===== src/rtl/nbr_pkg.sv =====
// Shared widths, codes and types for the neighbour-state frame transmitter.
package nbr_pkg;

  localparam int W                = 2;
  localparam int SLOTS            = 4;
  localparam logic [W-1:0] IDLE_CODE = 2'b11;

  typedef enum logic {
    IDLE = 1'b0,
    SEND = 1'b1
  } state_t;

  typedef logic [1:0] slot_t;

endpackage


===== src/rtl/nbr_next_slot.sv =====
// Finds the lowest present slot, either from slot 0 or strictly above cur.
module nbr_next_slot
  import nbr_pkg::*;
(
  input  logic [SLOTS-1:0] mask,
  input  slot_t            cur,
  input  logic             from_start,
  output slot_t            nxt,
  output logic             none
);

  // Scan downward so the lowest qualifying slot is the one left standing.
  always_comb begin
    nxt  = '0;
    none = 1'b1;
    for (int k = SLOTS - 1; k >= 0; k--) begin
      if (mask[k] && (from_start || (slot_t'(k) > cur))) begin
        nxt  = slot_t'(k);
        none = 1'b0;
      end
    end
  end

endmodule


===== src/rtl/nbr_frame_tx.sv =====
// Captures up to four neighbour states per load and streams the present ones
// out one slot per beat on a valid/ready bus.
module nbr_frame_tx
  import nbr_pkg::*;
(
  input  logic               clk,
  input  logic               rst,
  input  logic               load,
  output logic               load_ready,
  input  logic [SLOTS*W-1:0] nbr_in,
  input  logic [SLOTS-1:0]   nbr_mask,
  output logic               tx_valid,
  input  logic               tx_ready,
  output logic [W-1:0]       tx_data,
  output logic [1:0]         tx_slot,
  output logic               tx_sof,
  output logic               tx_eof,
  output logic               frame_done,
  output logic               overrun
);

  state_t           state_q, state_d;
  logic [W-1:0]     data_q [SLOTS];
  logic [W-1:0]     data_d [SLOTS];
  logic [W-1:0]     nbr_arr [SLOTS];
  logic [SLOTS-1:0] mask_q, mask_d;
  slot_t            cur_q, cur_d;
  logic             sof_q, sof_d;
  logic             done_q, done_d;
  logic             overrun_q, overrun_d;

  slot_t            first_idx, next_idx;
  logic             first_none, last_none;
  logic             handshake, accept;

  for (genvar gi = 0; gi < SLOTS; gi++) begin : g_unpack
    assign nbr_arr[gi] = nbr_in[gi*W +: W];
  end

  nbr_next_slot u_first (
    .mask       (nbr_mask),
    .cur        (2'd0),
    .from_start (1'b1),
    .nxt        (first_idx),
    .none       (first_none)
  );

  // Same finder on the captured mask gives both the advance target and eof.
  nbr_next_slot u_next (
    .mask       (mask_q),
    .cur        (cur_q),
    .from_start (1'b0),
    .nxt        (next_idx),
    .none       (last_none)
  );

  always_ff @(posedge clk) begin
    if (!rst) begin
      state_q   <= IDLE;
      mask_q    <= '0;
      cur_q     <= '0;
      sof_q     <= 1'b0;
      done_q    <= 1'b0;
      overrun_q <= 1'b0;
      for (int k = 0; k < SLOTS; k++) data_q[k] <= IDLE_CODE;
    end else begin
      state_q   <= state_d;
      mask_q    <= mask_d;
      cur_q     <= cur_d;
      sof_q     <= sof_d;
      done_q    <= done_d;
      overrun_q <= overrun_d;
      for (int k = 0; k < SLOTS; k++) data_q[k] <= data_d[k];
    end
  end

  assign handshake  = tx_valid & tx_ready;
  assign load_ready = (state_q == IDLE) | (handshake & tx_eof);
  assign accept     = load & load_ready;

  always_comb begin
    state_d   = state_q;
    data_d    = data_q;
    mask_d    = mask_q;
    cur_d     = cur_q;
    sof_d     = sof_q;
    done_d    = 1'b0;
    overrun_d = overrun_q | (load & ~load_ready);
    if (handshake) begin
      if (tx_eof) begin
        state_d = IDLE;
        done_d  = 1'b1;
      end else begin
        cur_d = next_idx;
        sof_d = 1'b0;
      end
    end
    // A load in the eof cycle overrides the return to IDLE.
    if (accept) begin
      data_d  = nbr_arr;
      mask_d  = nbr_mask;
      cur_d   = first_idx;
      sof_d   = 1'b1;
      state_d = first_none ? IDLE : SEND;
      if (first_none) done_d = 1'b1;
    end
  end

  always_comb begin
    tx_valid   = (state_q == SEND);
    tx_data    = tx_valid ? data_q[cur_q] : IDLE_CODE;
    tx_slot    = tx_valid ? cur_q : 2'd0;
    tx_sof     = tx_valid & sof_q;
    tx_eof     = tx_valid & last_none;
    frame_done = done_q;
    overrun    = overrun_q;
  end

endmodule


===== config.mk =====
export PLATFORM = sky130hd
export DESIGN_NAME = nbr_frame_tx
export DESIGN_NICKNAME = d
export VERILOG_FILES = /design/src/rtl/nbr_pkg.sv /design/src/rtl/nbr_next_slot.sv /design/src/rtl/nbr_frame_tx.sv
export SDC_FILE = /design/constraint.sdc
export NUM_CORES = 1
export LEC_CHECK = 0
export CORE_UTILIZATION = 49
export CTS_CLUSTER_SIZE = 40
export DETAILED_ROUTE_END_ITERATION = 7
export GPL_TIMING_DRIVEN = 0
export PLACE_DENSITY = 0.82
export SYNTH_ARGS = -nofsm -noshare
export SYNTH_HDL_FRONTEND = slang
export SYNTH_SLANG_ARGS = --single-unit

===== constraint.sdc =====
create_clock -name clk -period 2.2 [get_ports clk]
set_input_delay 0.44 -clock clk [delete_from_list [all_inputs] [get_ports clk]]
set_output_delay 0.44 -clock clk [all_outputs]
set_load 0.02 [all_outputs]

---- Yosys cells after proc, flatten, opt, wreduce, memory -nomap -nowiden ----
Cells that the tools add are included.
cells by class
  $lt $le $gt $ge ......................... 5
  equal/unequal tests ..................... 1
  multiplexer cells ....................... 35
  bitwise operators ....................... 11
  reductions and logical operators ........ 8
operators by type and width
  operator              count
  $mux W2               15
  $mux W1               19
  $and A1 B1 Y1         6
  $bmux W2 S2           1
  $gt A1 B2 Y1 const A  2
  $gt A2 B2 Y1 const A  2
  $logic_and A1 B1 Y1   4
  $reduce_and A2 Y1     2
  $reduce_bool A2 Y1    2
  $ge A3 B3 Y1 const B  1
  $not A2 Y3            1
  $ne A2 B1 Y1 const B  1
  $not A1 Y1            2
  $or A1 B1 Y1          2
storage, ports and cells
  register bits after elaboration ......... 18
  output and inout bits ................... 10
  logic and storage cells ................. 70

---- Depth between registers and ports, before layout ----
  depth after elaboration ................. 12
  gate-level depth with buffers ........... 5
  gate-level depth less buffers ........... 4

---- By module ----
Synthesis repeated with hierarchy kept, for this count alone.
unflattened totals
  cell total of the unflattened synthesis .. 125
  area total of the unflattened synthesis .. 983.4 µm²
modules (own cells, without submodules)
  module         instances  cells an instance  area an instance (µm²)
  nbr_frame_tx   1          95                 810.8
  nbr_next_slot  2          15                 86.3

---- Least setup slack after synthesis ----
Ideal clock, no wire load.
  path type ............................... register to output
  start point ............................. reg state_q (netlist: tx_valid)
  end point ............................... out tx_eof
  arrival ................................. 1.290 ns
  setup slack ............................. 0.470 ns
  cell stages (with the launch flop) ...... 3
  path buffers ............................ 1
  cells stage by stage .................... dfxtp_1 > buf_2 > nor3b_1
between the ends
  cells in the longest elaborated chain, start to end .. 1
ends and longest elaborated chain
  what                    RTL line             RTL
  start, declared         nbr_frame_tx.sv:22   state_t state_q, state_d;
  start signal, assigned  nbr_frame_tx.sv:67   state_q <= state_d;
  $and A1 B1 Y1           nbr_frame_tx.sv:114  tx_eof = tx_valid & last_none;
  end, declared           nbr_frame_tx.sv:17   output logic tx_eof,
Every way passes these cells.

---- Final worst setup path ----
  start point ............................. in tx_ready
  end point ............................... out load_ready
between the ends
  cells in the longest elaborated chain, start to end .. 3
ends and longest elaborated chain
  what             RTL line            RTL
  start, declared  nbr_frame_tx.sv:13  input logic tx_ready,
  $and A1 B1 Y1    nbr_frame_tx.sv:77  assign handshake = tx_valid & tx_ready;
  $and A1 B1 Y1    nbr_frame_tx.sv:78  assign load_ready = (state_q == IDLE) | (handshake & tx_eof);
  $or A1 B1 Y1     nbr_frame_tx.sv:78
  end, declared    nbr_frame_tx.sv:9   output logic load_ready,
Every way passes these cells.

==> results.md <==
* TritonCTS clock tree: done
* Post-synth ARST share at 0%
* Crit path largest cell delay at 550 ps
* Hold EP: overrun$_SDFF_PN0_
* WL/cell at 14.3 microns
* Worst VDD drop at 0.480 mV
* Clock Tree Buf Depth at 2
* RSZ-0062 raised after global routing: false
* Mean Syn Cell Area at 8.43 sq um
* FF-to-FF path depth at 5
* Nets at between 150 and 200
* Post-synthesis mux area share at 5.36%
* Flop-to-flop setup slack at around 760 ps
* Post-synth top flop: dfxtp_1
* Sequential element share of the synthesized area at 37.4%
* Static leakage at 0.477 nW
* First drt pass iteration count at 4
* Root buf cell: clkbuf_4
* Internal power at 0.522 mW
* Skew-Pair Late Insertion Delay at ~310 ps
* Fin area at 0.00123 sq mm
* Combinational power share at 29.1%
* Die X at between 40 and 50 microns
* Yosys warnings at 0
* Hold path depth at 2
* Required @ worst endpoint at 1760 ps
* Dpl cells at approximately 160
* Final Util at roughly 70%
* Power, Total at around 0.77 mW
* Setup crit end kind: output pin
* Slew HR at 67.4%
* Final cell count without fillers at approximately 160
* Die area at a little over 0.002 sq mm
* Netlist Area Pre-Place at approximately 900 sq um
* Final-report hold violation count at 0
* Final WS setup at 66.5 ps
* CP Launch Type: primary input
* Final setup violation count at 0
* Net Switching at 0.244 mW
* Routed Antenna Nets at 0
* CP Class: primary input to output pin
* Final worst-path cycle share at a little over nine tenths
* Sequential power share at between 40% and 50%
* Syn Nets at 124
* Synth Area in Simple Gates at between 20% and 30%
* DRC Markers at 0
* Starting DRT DRC Count at roughly 40
* Fmax at 469 MHz
* Die height at 45.1 microns
* Distinct cells, synth at 34
* Synth Register Bits at 17
* Total clock buffers created by CTS at 3
* H-tree depth at 1
* Hold Buf Count CTS at 0
* Critical path peak fanout at 5
* Initial antenna violation count at 0
* Total gr overflow at 0
* Xor and xnor area share after synthesis at 0%
* Largest family of logic cells by synthesized area: simple AND/OR/NAND/NOR gates
* CP max stage cell: clkdlybuf4s50_1
* Initial core utilization at a little over half
* Place WS at -220 ps
* Adder-Cell Fraction of Synth Area at 0%
* Maxcap violations at 0
* Worst-path clk slew at 110 ps
* CP arrival at 1690 ps
* Period minus WS final at around 2100 ps
* Row count at 15
* Quantity of I/O buffers inserted on ports at 25
* Ant diodes at 0
* P per Cell Area at a little over 600 mW/mm^2
* Hold Path Class: flip-flop to flip-flop
* Critical R2R Launch: mask_q[3]$_SDFFE_PN0P_
* Clk sink count at 17
* Status: finished, final reports clean
* Core area at around 0.0017 sq mm
* Max-slew violations at 0
* Mapped Cells at 108
* Least-Margin Pin Slew at 488 ps
* Clock power frac at a little under a quarter
* Placed Area at 0.00119 sq mm
* R2r endpoint: data_q[3]$_SDFFE_PN1P_
* Skew final at around 3.1 ps
* Cells along the critical path: clkdlybuf4s50_1, nand2b_1, and3_1, clkdlybuf4s15_1
* Area grow syn2layout at 35.4%
* Via Count at 938
* Largest net degree at the start of global routing at 11
* Layout cell share with drive strength beyond 1 at 12.3%
* Routed vias/inst at 5.75
* Switching power share of the total at 31.9%
* Post-DP HPWL at 1.70 mm
* GRT Total Usage at 25.6%
* Compound-gate portion of the synthesized area at 25.0%
* Vias in the first global route at 802
* I/O Pins at 26
* Hold_sp: overrun$_SDFF_PN0_
* Number of flops mapped to enable cells by yosys at 0
* Final wirelength at between 2 and 2.5 mm
* Gpl congestion at between 0.8 and 0.9
* First-pass GRT wire length at 3.63 mm
-- cell type report --
| type | instances | area (sq um) |
|---|---|---|
| inverter | 6 | 22.5 |
| tap | 25 | 31.3 |
| clock buffer | 3 | 22.5 |
| fill | 148 | 493 |
| sequential | 17 | 347 |
| buffer | 6 | 43.8 |
| timing repair buffer | 26 | 255 |
| clock inverter | 1 | 5.00 |
| multi-input combinational | 79 | 507 |
-- cells in the mapped netlist (all sizes together) (2+ instances only) --
cell    count  area (sq um)
a21oi       7          35.0
and2        3          18.8
a211oi      2          27.5
dfxtp      17           340
nand2       6          22.5
a21boi      2          15.0
nor2        3          11.3
mux4        2          48.8
nand3      19          95.1
nand2b      5          31.3
buf         5          37.5
o21ai      13          65.1
inv         6          22.5
nor3        3          15.0
-- cell usage in the layout, fill, tap and decap left out, drive strengths merged, types with 2 or more instances in the layout --
cell / n
a21boi: 2
nor2: 3
nand2: 6
clkdlybuf4s15: 2
buf: 6
nand2b: 5
dlygate4sd2: 2
dfxtp: 17
mux4: 2
and2: 3
clkbuf: 4
nand3: 19
a21oi: 7
inv: 6
nor3: 3
a211oi: 2
clkdlybuf4s50: 21
o21ai: 13
-- worst max path at each step --
stage                          startpoint          to  slack (ps)  depth (start not counted)
floorplan           tx_valid$_SDFFE_PN0P_      tx_eof         470                          2
global placement                 tx_ready  load_ready        -210                          4
detailed placement               tx_ready  load_ready        -220                          4
CTS                 tx_valid$_SDFFE_PN0P_  load_ready           8                          4
global route                     tx_ready  load_ready          20                          4
finish                           tx_ready  load_ready          70                          4
-- power groups by stage --
stage	combinational, mW	sequential, mW	clock (mW)
2_1_floorplan	0.136	0.365	0
3_3_place_gp	0.216	0.366	0
3_5_place_dp	0.222	0.367	0
4_1_cts	0.219	0.361	0.176
5_1_grt	0.240	0.364	0.196
6_report	0.223	0.361	0.181
-- registers in the layout (all words and copies together) (netlist names) --
signal,flops
data_q,8
mask_q,3
cur_q,2
frame_done,1
overrun,1
sof_q,1
tx_valid,1
-- stage by stage --
step	hold WS (ps)	TNS (ps)
floorplan	440	0
global placement	438	-210
detailed placement	445	-220
CTS	473	0
global route	481	0
finish	473	0
-- worst max-delay path, delay by kind of cell --
| family | cells | cell delay [ps] |
|---|---|---|
| buffers and inverters | 2 | 860 |
| and+or+nand+nor | 2 | 390 |
-- kinds of logic (layout without fill, tap and decap cells) --
kind of cell	after synthesis	in the layout
AO/OA/AOI/OAI	33	33
AND/OR/NAND/NOR	44	44
flip-flops	17	17
buffers and inverters	12	42
multiplexers	2	2
-- repair_timing --
action                                  in CTS  in global routing
endpoints found under the setup margin       7                  4
setup buffers                                0                  1
gates resized for setup                      7                  4
-- per-layer routing --
layer,routed length (microns),vias to the layer above,GRT usage (%)
li1,-,453,-
met1,1050,445,34.2
met2,1100,33,38.6
met3,132,7,6.00
met4,52,0,12.7
met5,0,-,0
Note: power is estimated with default switching activity, not from simulation.
